==> config.mk <==
export PLATFORM = sky130hd
export DESIGN_NAME = gray_sched
export DESIGN_NICKNAME = d
export VERILOG_FILES = /design/src/rtl/gray_sched.sv
export SDC_FILE = /design/constraint.sdc
export NUM_CORES = 1
export LEC_CHECK = 0
export BUFFER_PORTS_ARGS = -buffer_cell sky130_fd_sc_hd__buf_2
export CORE_ASPECT_RATIO = 0.7
export CORE_MARGIN = 1.5
export CORE_UTILIZATION = 40
export DETAILED_ROUTE_END_ITERATION = 10
export HOLD_SLACK_MARGIN = 0.03
export PLACE_DENSITY = 0.69
export REMOVE_ABC_BUFFERS = 1
export SKIP_CTS_REPAIR_TIMING = 1
export SYNTH_ARGS = -nofsm -noshare
export SYNTH_HDL_FRONTEND = slang
export SYNTH_SLANG_ARGS = --single-unit
==> constraint.sdc <==
create_clock -name Clk -period 1.65 [get_ports Clk]
set_input_delay 0.33 -clock Clk [delete_from_list [all_inputs] [get_ports Clk]]
set_output_delay 0.33 -clock Clk [all_outputs]
set_load 0.03 [all_outputs]
==> src/rtl/gray_sched.sv <==
// rtl/gray_sched.sv - round-robin burst scheduler for one shared 3-bit gray step counter
// Optional CntValue/CntOverflow sequence check is built when GRAY_SCHED_CHECK_EN is defined.
module gray_sched #(
  parameter int NREQ = 4,
  parameter int LENW = 4
) (
  input  logic                 Clk,
  input  logic                 Reset,
  input  logic [NREQ-1:0]      Req,
  input  logic [NREQ*LENW-1:0] Len,
  output logic [NREQ-1:0]      Grant,
  output logic                 Done,
  output logic                 Wrapped,
  output logic                 Busy,
  output logic                 Err,
  output logic                 CntClr,
  output logic                 CntEn,
  input  logic [2:0]           CntValue,
  input  logic                 CntOverflow
);

  localparam int PW = (NREQ > 1) ? $clog2(NREQ) : 1;

  typedef enum logic [1:0] {S_IDLE, S_CLR, S_RUN, S_DONE} state_t;

  state_t          state, state_nxt;
  logic [PW-1:0]   ptr, sel, pick;
  logic            pick_vld;
  logic [LENW-1:0] remain, sel_len;

  assign sel_len = Len[sel*LENW +: LENW];

  // Scan downwards so the lowest offset from the pointer wins.
  always_comb begin
    pick_vld = 1'b0;
    pick     = '0;
    for (int i = NREQ - 1; i >= 0; i--) begin
      if (Req[(int'(ptr) + i) % NREQ]) begin
        pick_vld = 1'b1;
        pick     = PW'((int'(ptr) + i) % NREQ);
      end
    end
  end

  always_comb begin
    state_nxt = state;
    CntClr    = 1'b0;
    CntEn     = 1'b0;
    Done      = 1'b0;
    Busy      = (state != S_IDLE);
    case (state)
      S_IDLE: if (pick_vld) state_nxt = S_CLR;
      S_CLR: begin
        CntClr    = 1'b1;
        state_nxt = (sel_len == '0) ? S_DONE : S_RUN;
      end
      S_RUN: begin
        CntEn = 1'b1;
        if (remain == LENW'(1)) state_nxt = S_DONE;
      end
      S_DONE: begin
        Done      = 1'b1;
        state_nxt = S_IDLE;
      end
      default: state_nxt = S_IDLE;
    endcase
  end

  always_ff @(posedge Clk or negedge Reset) begin
    if (!Reset) begin
      state   <= S_IDLE;
      ptr     <= '0;
      sel     <= '0;
      Grant   <= '0;
      Wrapped <= 1'b0;
      remain  <= '0;
    end else begin
      state <= state_nxt;
      case (state)
        S_IDLE: begin
          if (pick_vld) begin
            sel   <= pick;
            Grant <= NREQ'(1) << pick;
          end
        end
        S_CLR:  remain <= sel_len;
        S_RUN:  remain <= remain - LENW'(1);
        S_DONE: begin
          Wrapped <= CntOverflow;
          Grant   <= '0;
          ptr     <= (sel == PW'(NREQ - 1)) ? '0 : sel + PW'(1);
        end
        default: ;
      endcase
    end
  end

`ifdef GRAY_SCHED_CHECK_EN
  logic [LENW-1:0] expect_len;
  logic [2:0]      exp_gray;
  logic            exp_ovf;

  assign exp_gray = expect_len[2:0] ^ (expect_len[2:0] >> 1);
  assign exp_ovf  = (expect_len >= LENW'(8));

  always_ff @(posedge Clk or negedge Reset) begin
    if (!Reset) begin
      expect_len <= '0;
      Err        <= 1'b0;
    end else begin
      if (state == S_CLR) expect_len <= sel_len;
      if (state == S_DONE && (CntValue != exp_gray || CntOverflow != exp_ovf)) Err <= 1'b1;
    end
  end
`else
  logic unused_cnt_value;
  assign unused_cnt_value = ^CntValue;
  assign Err = 1'b0;
`endif

endmodule

==> impl_metrics.json, run 1 <==
{
  "outcome": "finished clean",
  "grt_setup_unrepaired": "yes",
  "hold_viol_final": 0,
  "r2r-start": "remain[1]",
  "routed_wl_um": 2560,
  "layout_common_cells": "buf_2, dfrtp_1, buf_4, nor2_1",
  "ys_types": 34,
  "vias": 960,
  "io_pins": 36,
  "synthTopCellsByArea": "dfrtp_1, ha_1, mux2i_1",
  "worstHoldPathCells": 2,
  "grt_pass1_vias": 905,
  "routed_via_density": 5.33,
  "fin_ws_ns": 0.0148,
  "layout-area-overhead-vs-synth_pct": 37.5,
  "postSynthAreaPerCell_um2": 9.94,
  "worstPathArrival_ns": 1.31,
  "final_common_cell": "buf_2",
  "hold_path_startpoint": "CntOverflow",
  "pre_cts_ws_ns": -0.00554,
  "antenna_cells": 0,
  "finalMaxSlewViolations": 0,
  "wl_per_cell_um": 14.2,
  "dr.pass1.iters": 4,
  "drive_above_1_share": 0.466,
  "clkTransAtPathRegs_ns": 0.09,
  "rows": 15,
  "fin_crit_sh": 0.991,
  "end_kind": "output port",
  "cts_root_buffer": "clkbuf_4",
  "yosysSeqAreaShare": 0.367,
  "synth_seq_cells": 15,
  "numCtsBuffers": 3,
  "fin_area_mm2": 0.00141,
  "grt_max_degree": 16,
  "hold_class": "in -> reg",
  "drc_errors": 0,
  "die_w_um": 63.5,
  "grtUsageTotal": 0.172,
  "finalSetupViolCount": 0,
  "tns_ns": 0,
  "gp_congestion": 0.872,
  "place_area_mm2": 0.00124,
  "grt_pass1_wl_um": 3760,
  "irDropWorstVdd_mv": 0.917,
  "ant_nets": 0,
  "layout_min_cycle_time_ns": 1.64,
  "r2r_end": "state[0]",
  "synth_top_area_cell": "dfrtp_1",
  "finClkSkew_ns": 0.00278,
  "grt_overflow": 0,
  "htreeDepth": 1,
  "synth_top_area_frac": 0.367,
  "clock_latency_ns": 0.29,
  "r2r_cells": 6,
  "yosysWarnings": 0,
  "final_util": 0.577,
  "reg2reg_slack_ns": 0.04,
  "die_h_um": 45.3,
  "nets": 181,
  "drv_cap": 0,
  "worst-setup-path-type": "reg -> out",
  "start_kind": "flop",
  "dpl.hpwl_um": 1820,
  "drt_iter0_markers": 17,
  "critPathMaxStageDelay_ns": 0.40,
  "worstPathCellList": "buf_4 > buf_4 > ha_2 > buf_6",
  "initial_utilization": 0.419,
  "cpMostUsedCell": "buf_4",
  "critPathMaxFanout": 3,
  "io_buffers": 31,
  "syn_inst": 103,
  "fmax_ghz": 0.612,
  "syn_area_mm2": 0.00102,
  "coreArea_mm2": 0.00244,
  "nFillCells": 216,
  "clkSinkCount": 15,
  "cts_tree": "built",
  "cts_buffer_depth": 2,
  "leakagePower_uw": 0.000653,
  "cp_data_required_time_ns": 1.32,
  "powerDensity_mw_per_mm2": 2040,
  "worst_path_max_delay_cell": "dfrtp_1",
  "dieArea_mm2": 0.00288,
  "grt_antenna_before_repair": 0,
  "hold_end": "Wrapped"
}
[synth_stat cells]
library cell,count
a2111oi_2,1
a211oi_1,1
a21boi_0,2
a21o_1,2
a21oi_1,3
a22oi_1,1
a2bb2oi_1,1
buf_4,1
buf_6,1
clkbuf_1,3
conb_1,1
dfrtp_1,15
ha_1,8
inv_1,6
mux2_2,3
mux2i_1,5
mux4_1,1
mux4_2,2
nand2_1,7
nand2b_1,3
nand3_1,3
nand3b_1,2
nor2_1,9
nor2b_1,2
nor3_1,1
nor4_1,1
o21ai_0,9
o21ba_2,1
o22a_1,1
o22ai_1,2
o31ai_1,1
o41ai_1,2
or3b_2,1
or4b_1,1
[per-layer routing]
metal / GRT usage / wire length [µm] / vias up
li1: - / - / 463
met5: 0 / 0 / -
met3: 0.0175 / 114 / 7
met4: 0.113 / 59 / 0
met1: 0.211 / 1130 / 451
met2: 0.297 / 1260 / 39
[state kept, by name (all words and copies together), names as in the netlist]
| signal | cells |
|---|---|
| remain | 4 |
| state | 2 |
| Grant | 4 |
| ptr | 2 |
| sel | 2 |
| Wrapped | 1 |
[where the power goes]
group	total [µW]	internal, µW	switching, µW
combinational	1900	891	1010
clock	225	94.3	131
sequential	745	565	179
[cell families after synthesis]
| group | synth area share |
|---|---|
| adder cells (fa/ha/maj) | 0.0978 |
| other | 0.00366 |
| AND/OR/NAND/NOR | 0.148 |
| flip-flops | 0.367 |
| AO/OA/AOI/OAI | 0.181 |
| multiplexers | 0.152 |
| buffers and inverters | 0.0513 |
[cell type report]
class,count,area (µm²),share of cell area
Clock buffer,4,26.3,0.0187
Inverter,6,22.5,0.0160
Multi-Input combinational cell,77,654,0.465
Sequential cell,15,378,0.268
Tap cell,34,42.5,0.0302
Timing Repair Buffer,44,284,0.202
[worst max-delay path by stage]
stage | cells past startpoint | from | end | slack [ns]
6_report | 4 | state[0] | CntClr | 0.01
5_1_grt | 6 | remain[1] | state[0] | -0.06
4_1_cts | 4 | state[0] | CntEn | -0.21
3_5_place_dp | 6 | remain[1] | state[0] | -0.006
3_3_place_gp | 6 | remain[1] | state[0] | 0.03
2_1_floorplan | 3 | sel[0] | state[0] | 0.02
[stage by stage]
step                instances  total power [µW]  hold WS [ns]
floorplan                  98              1820        0.0344
global placement          170              2240         0.253
detailed placement        170              2290         0.260
CTS                       174              2520       -0.0624
global route              180              3100         0.275
finish                    180              2870         0.259
[worst max-delay path, delay by kind of cell, from the launching register on]
family                   cells  cell delay (ns)
buffers and inverters        3             0.41
adder cells (fa/ha/maj)      1             0.20
flip-flops                   1             0.40
(Power assumes the default switching activity.)
==> run 2: changes to the inputs <==
--- a/config.mk
+++ b/config.mk
@@ -5,13 +5,15 @@
 export SDC_FILE = /design/constraint.sdc
 export NUM_CORES = 1
 export LEC_CHECK = 0
+export ABC_AREA = 1
 export BUFFER_PORTS_ARGS = -buffer_cell sky130_fd_sc_hd__buf_2
 export CORE_ASPECT_RATIO = 0.7
 export CORE_MARGIN = 1.5
 export CORE_UTILIZATION = 40
+export CTS_BUF_LIST = sky130_fd_sc_hd__clkbuf_16
 export DETAILED_ROUTE_END_ITERATION = 10
 export HOLD_SLACK_MARGIN = 0.03
-export PLACE_DENSITY = 0.69
+export PLACE_DENSITY = 0.67
 export REMOVE_ABC_BUFFERS = 1
 export SKIP_CTS_REPAIR_TIMING = 1
 export SYNTH_ARGS = -nofsm -noshare
==> impl_metrics.json, run 2 <==
{
  "finalMaxSlewViolations": 0,
  "grt_setup_unrepaired": "yes",
  "worstPathCellList": "inv_1 > ha_2 > inv_1 > buf_2",
  "grt_pass1_wl_um": 4590,
  "syn_inst": 175,
  "highest_layer": "met4",
  "layout-area-overhead-vs-synth_pct": 22.6,
  "wl_met3_um": 185,
  "die_h_um": 49.1,
  "cpMostUsedCell": "inv_1",
  "grt_pass1_vias": 1054,
  "die_w_um": 68.9,
  "io_buffers": 31,
  "path_delay_family": "flip-flops",
  "drc_errors": 0,
  "fin_area_mm2": 0.00149,
  "dpl.hpwl_um": 2020,
  "drive_above_1_share": 0.288,
  "postSynthAreaPerCell_um2": 6.94,
  "r2r_end": "Grant[1]",
  "crit_buf_inv": 3,
  "dr.pass1.iters": 4,
  "r2r-start": "ptr[0]",
  "end_kind": "output port",
  "synth.top_cells.by_count": "nand2_1, inv_1, dfrtp_1, o21ai_0, nand3_1",
  "worstPathArrival_ns": 1.28,
  "top_regs": "Grant: 4 flops, remain: 4 flops",
  "numCtsBuffers": 3,
  "drt-met1-wl_um": 1420,
  "worst_path_max_delay_cell": "dfrtp_1",
  "drt_iter0_markers": 61,
  "worst-setup-path-type": "reg -> out",
  "holdWs_ns": 0.322,
  "io_pins": 36,
  "critPathMaxFanout": 5,
  "worstHoldPathCells": 2,
  "finClkSkew_ns": 0.00526,
  "synth_most_common_cell": "nand2_1",
  "async_flop_share": 1.00,
  "yosysWarnings": 0,
  "gp_congestion": 0.875,
  "yosysSeqAreaShare": 0.309,
  "wl_met2_um": 1010,
  "synth_seq_cells": 15,
  "nets": 243,
  "synth_top_area_frac": 0.309,
  "grt_antenna_before_repair": 0,
  "clock_latency_ns": 0.25,
  "htreeDepth": 1,
  "start_kind": "flop",
  "vias": 1146,
  "synth_top_area_cell": "dfrtp_1",
  "clkTransAtPathRegs_ns": 0.05,
  "pre_cts_ws_ns": 0.0651,
  "antenna_cells": 0,
  "ys_types": 29,
  "dieArea_mm2": 0.00338,
  "powerDensity_mw_per_mm2": 2160,
  "r2r_cells": 11,
  "grt_overflow": 0,
  "syn_area_mm2": 0.00121,
  "critPathMaxStageDelay_ns": 0.41,
  "layout_common_cells": "nand2_1, buf_2, inv_1, dfrtp_1, o21ai_0",
  "final_common_cell": "nand2_1",
  "initial_utilization": 0.427,
  "fin_cells": 244,
  "yosys_most_used_dff": "dfrtp_1",
  "ant_nets": 0,
  "hold_class": "in -> reg",
  "clkSinkCount": 15,
  "hold_end": "Wrapped",
  "synth_edf_count": 0,
  "hold_path_startpoint": "CntOverflow",
  "drv_cap": 0,
  "fmax_ghz": 0.622,
  "cts_tree": "built",
  "outcome": "finished clean",
  "grtUsageTotal": 0.180,
  "cts_root_buffer": "clkbuf_16",
  "final_util": 0.524,
  "grt_max_degree": 16,
  "synthTopCellsByArea": "dfrtp_1, nand2_1, ha_1",
  "place_inst": 239,
  "leakagePower_uw": 0.000839,
  "finalSetupViolCount": 0,
  "layout_min_cycle_time_ns": 1.61,
  "coreArea_mm2": 0.00284,
  "cp_data_required_time_ns": 1.32,
  "fin_crit_sh": 0.974,
  "fin_ws_ns": 0.0434,
  "irDropWorstVdd_mv": 1.00,
  "reg2reg_slack_ns": 0.18,
  "place_area_mm2": 0.00139,
  "routed_via_density": 4.70,
  "rows": 16,
  "routed_wl_um": 2630,
  "wl_per_cell_um": 10.8,
  "cts_buffer_depth": 2,
  "hold_viol_final": 0
}
run 2: area by class of cell:
| class | count | area (µm²) |
|---|---|---|
| sequential | 15 | 377 |
| fill | 301 | 1350 |
| inverter | 26 | 105 |
| clock buffer | 3 | 75.1 |
| multi-input combinational | 130 | 708 |
| timing repair buffer | 33 | 175 |
| clock inverter | 1 | 3.75 |
| tap | 36 | 45.0 |
run 2: how the worst max path moves through the flow:
stage / start / endpoint / slack, ns / depth (start not counted)
2_1_floorplan: state[0] / remain[2] / 0.22 / 5
3_3_place_gp: ptr[0] / Grant[3] / 0.09 / 11
3_5_place_dp: ptr[0] / Grant[1] / 0.07 / 11
4_1_cts: state[0] / CntEn / -0.03 / 3
5_1_grt: state[1] / Busy / -0.04 / 4
6_report: state[1] / Busy / 0.04 / 4
run 2: power by group:
| group | switching, µW | internal (µW) | leakage [µW] |
|---|---|---|---|
| combinational | 1310 | 721 | 0.000610 |
| clock | 150 | 321 | 0.0000423 |
| sequential | 155 | 550 | 0.000187 |
run 2: metal layers:
metal | global-route usage | up-vias
li1 | - | 615
met1 | 0.265 | 495
met2 | 0.260 | 34
met3 | 0.0508 | 2
met4 | 0.0392 | 0
met5 | 0 | -
run 2: cell families after synthesis:
kind of cell | count (synthesis) | synth area share
AND/OR/NAND/NOR | 92 | 0.350
buffers and inverters | 30 | 0.112
XOR/XNOR | 2 | 0.0144
other | 1 | 0.00309
flip-flops | 15 | 0.309
AO/OA/AOI/OAI | 26 | 0.119
adder cells (fa/ha/maj) | 8 | 0.0824
multiplexers | 1 | 0.00927
run 2: stage by stage:
stage / power (µW) / setup TNS [ns]
3_3_place_gp: 2680 / 0
4_1_cts: 3200 / -0.0437
6_report: 3210 / 0
3_5_place_dp: 2700 / 0
2_1_floorplan: 2250 / 0
5_1_grt: 3560 / -0.0892
==> run 3: changes to the inputs <==
--- a/config.mk
+++ b/config.mk
@@ -5,7 +5,6 @@
 export SDC_FILE = /design/constraint.sdc
 export NUM_CORES = 1
 export LEC_CHECK = 0
-export ABC_AREA = 1
 export BUFFER_PORTS_ARGS = -buffer_cell sky130_fd_sc_hd__buf_2
 export CORE_ASPECT_RATIO = 0.7
 export CORE_MARGIN = 1.5
@@ -13,7 +12,7 @@
 export CTS_BUF_LIST = sky130_fd_sc_hd__clkbuf_16
 export DETAILED_ROUTE_END_ITERATION = 10
 export HOLD_SLACK_MARGIN = 0.03
-export PLACE_DENSITY = 0.67
+export PLACE_DENSITY = 0.69
 export REMOVE_ABC_BUFFERS = 1
 export SKIP_CTS_REPAIR_TIMING = 1
 export SYNTH_ARGS = -nofsm -noshare
==> impl_metrics.json, run 3 (synthesized netlist as in run 1, its figures left out) <==
{
  "dr.pass1.iters": 4,
  "die_h_um": 45.3,
  "die_w_um": 63.5,
  "htreeDepth": 1,
  "outcome": "finished clean",
  "worstPathCellList": "inv_1 > buf_4 > ha_4 > buf_4",
  "holdWs_ns": 0.317,
  "routed_wl_um": 2680,
  "cpMostUsedCell": "buf_4",
  "finClkSkew_ns": 0.00208,
  "nets": 179,
  "irDropWorstVdd_mv": 0.978,
  "grt_setup_unrepaired": "yes",
  "dieArea_mm2": 0.00288,
  "drt_iter0_markers": 29,
  "top_regs": "Grant: 4 flops, remain: 4 flops",
  "routed_via_density": 5.43,
  "cts_root_buffer": "clkbuf_16",
  "dpl.hpwl_um": 1820,
  "place_inst": 170,
  "rows": 15,
  "hold_end": "Wrapped",
  "cts_buffer_depth": 2,
  "initial_utilization": 0.419,
  "io_buffers": 31,
  "drive_above_1_share": 0.451,
  "finalMaxSlewViolations": 0,
  "worstPathArrival_ns": 1.31,
  "powerDensity_mw_per_mm2": 2180,
  "r2r-start": "remain[1]",
  "leakagePower_uw": 0.000666,
  "antenna_cells": 0,
  "fmax_ghz": 0.609,
  "layout-area-overhead-vs-synth_pct": 40.1,
  "coreArea_mm2": 0.00244,
  "layout_min_cycle_time_ns": 1.64,
  "hold_class": "in -> reg",
  "fin_area_mm2": 0.00143,
  "critPathMaxStageDelay_ns": 0.39,
  "vias": 967,
  "hold_path_startpoint": "CntOverflow",
  "clkTransAtPathRegs_ns": 0.05,
  "nFillCells": 207,
  "fin_crit_sh": 0.995,
  "clkSinkCount": 15,
  "tns_ns": 0,
  "place_area_mm2": 0.00124,
  "critPathMaxFanout": 7,
  "drc_errors": 0,
  "ant_nets": 0,
  "io_pins": 36,
  "worst-setup-path-type": "reg -> out",
  "worst_path_max_delay_cell": "dfrtp_1",
  "grt_antenna_before_repair": 0,
  "grtUsageTotal": 0.181,
  "grt_pass1_wl_um": 3970,
  "reg2reg_slack_ns": 0.02,
  "finalSetupViolCount": 0,
  "grt_overflow": 0,
  "numCtsBuffers": 3,
  "worstHoldPathCells": 2,
  "layout_common_cells": "buf_2, dfrtp_1, buf_4, nor2_1, nand2_1",
  "fin_cells": 178,
  "grt_max_degree": 16,
  "grt_pass1_vias": 957,
  "r2r_end": "state[0]",
  "clock_latency_ns": 0.25,
  "start_kind": "flop",
  "end_kind": "output port",
  "drv_cap": 0,
  "cp_data_required_time_ns": 1.32,
  "r2r_cells": 6,
  "cts_tree": "built",
  "wl_per_cell_um": 15.1,
  "final_common_cell": "buf_2",
  "gp_congestion": 0.872,
  "hold_viol_final": 0
}
## run 3: cell types whose count changed in the layout (fill, tap and decap cells not counted), moves of 5 or more
cell / change
nand3_1: -8
nand2_2: -10
nand2_1: -50
buf_4: +10
inv_1: -18
mux2i_1: +5
o21ai_0: -8
## run 3: how the worst max path moves through the flow
stage / cells after the start / from / to / slack [ns]
6_report: 4 / state[0] / CntEn / 0.009
5_1_grt: 6 / remain[1] / state[0] / -0.04
3_3_place_gp: 6 / remain[1] / state[0] / 0.03
3_5_place_dp: 6 / remain[1] / state[0] / -0.006
2_1_floorplan: 3 / sel[0] / state[0] / 0.02
4_1_cts: 4 / state[0] / CntEn / -0.15
## run 3: layout make-up
class	instances	area [µm²]	area share
flip-flops and latches	15	378	0.264
inverters	6	22.5	0.0157
clock inverters	1	3.75	0.00262
repair buffers	42	251	0.175
well taps	34	42.5	0.0297
multi-input cells	77	661	0.461
clock buffers	3	75.1	0.0524
## run 3: metal layers
metal	wire (µm)	part of all wire	vias to the layer above	GRT usage
met5	0	0	-	0
met4	38	0.014	0	0.104
met3	124	0.046	5	0.0299
met2	1320	0.49	35	0.318
met1	1200	0.45	470	0.218
li1	-	-	457	-
## run 3: where the power goes
| group | internal (µW) | leakage [µW] | switching, µW |
|---|---|---|---|
| Sequential | 568 | 0.000180 | 174 |
| Combinational | 870 | 0.000444 | 1040 |
| Clock | 321 | 0.0000423 | 148 |
| Total | 1760 | 0.000666 | 1360 |
## run 3: critical path, delay by kind of cell (launching register included)
family                   cells  cell delay [ns]
buffers and inverters        3             0.47
flip-flops                   1             0.39
adder cells (fa/ha/maj)      1             0.20
## run 3: per-stage QoR
| stage | utilization | total power (µW) | setup WS (ns) |
|---|---|---|---|
| after floorplan | - | 1820 | 0.0233 |
| after CTS | 0.542 | 2800 | -0.147 |
| after detailed placement | 0.510 | 2290 | -0.00554 |
| after global routing | 0.588 | 3350 | -0.0363 |
| after global placement | 0.510 | 2240 | 0.0327 |
| final | 0.588 | 3120 | 0.00869 |
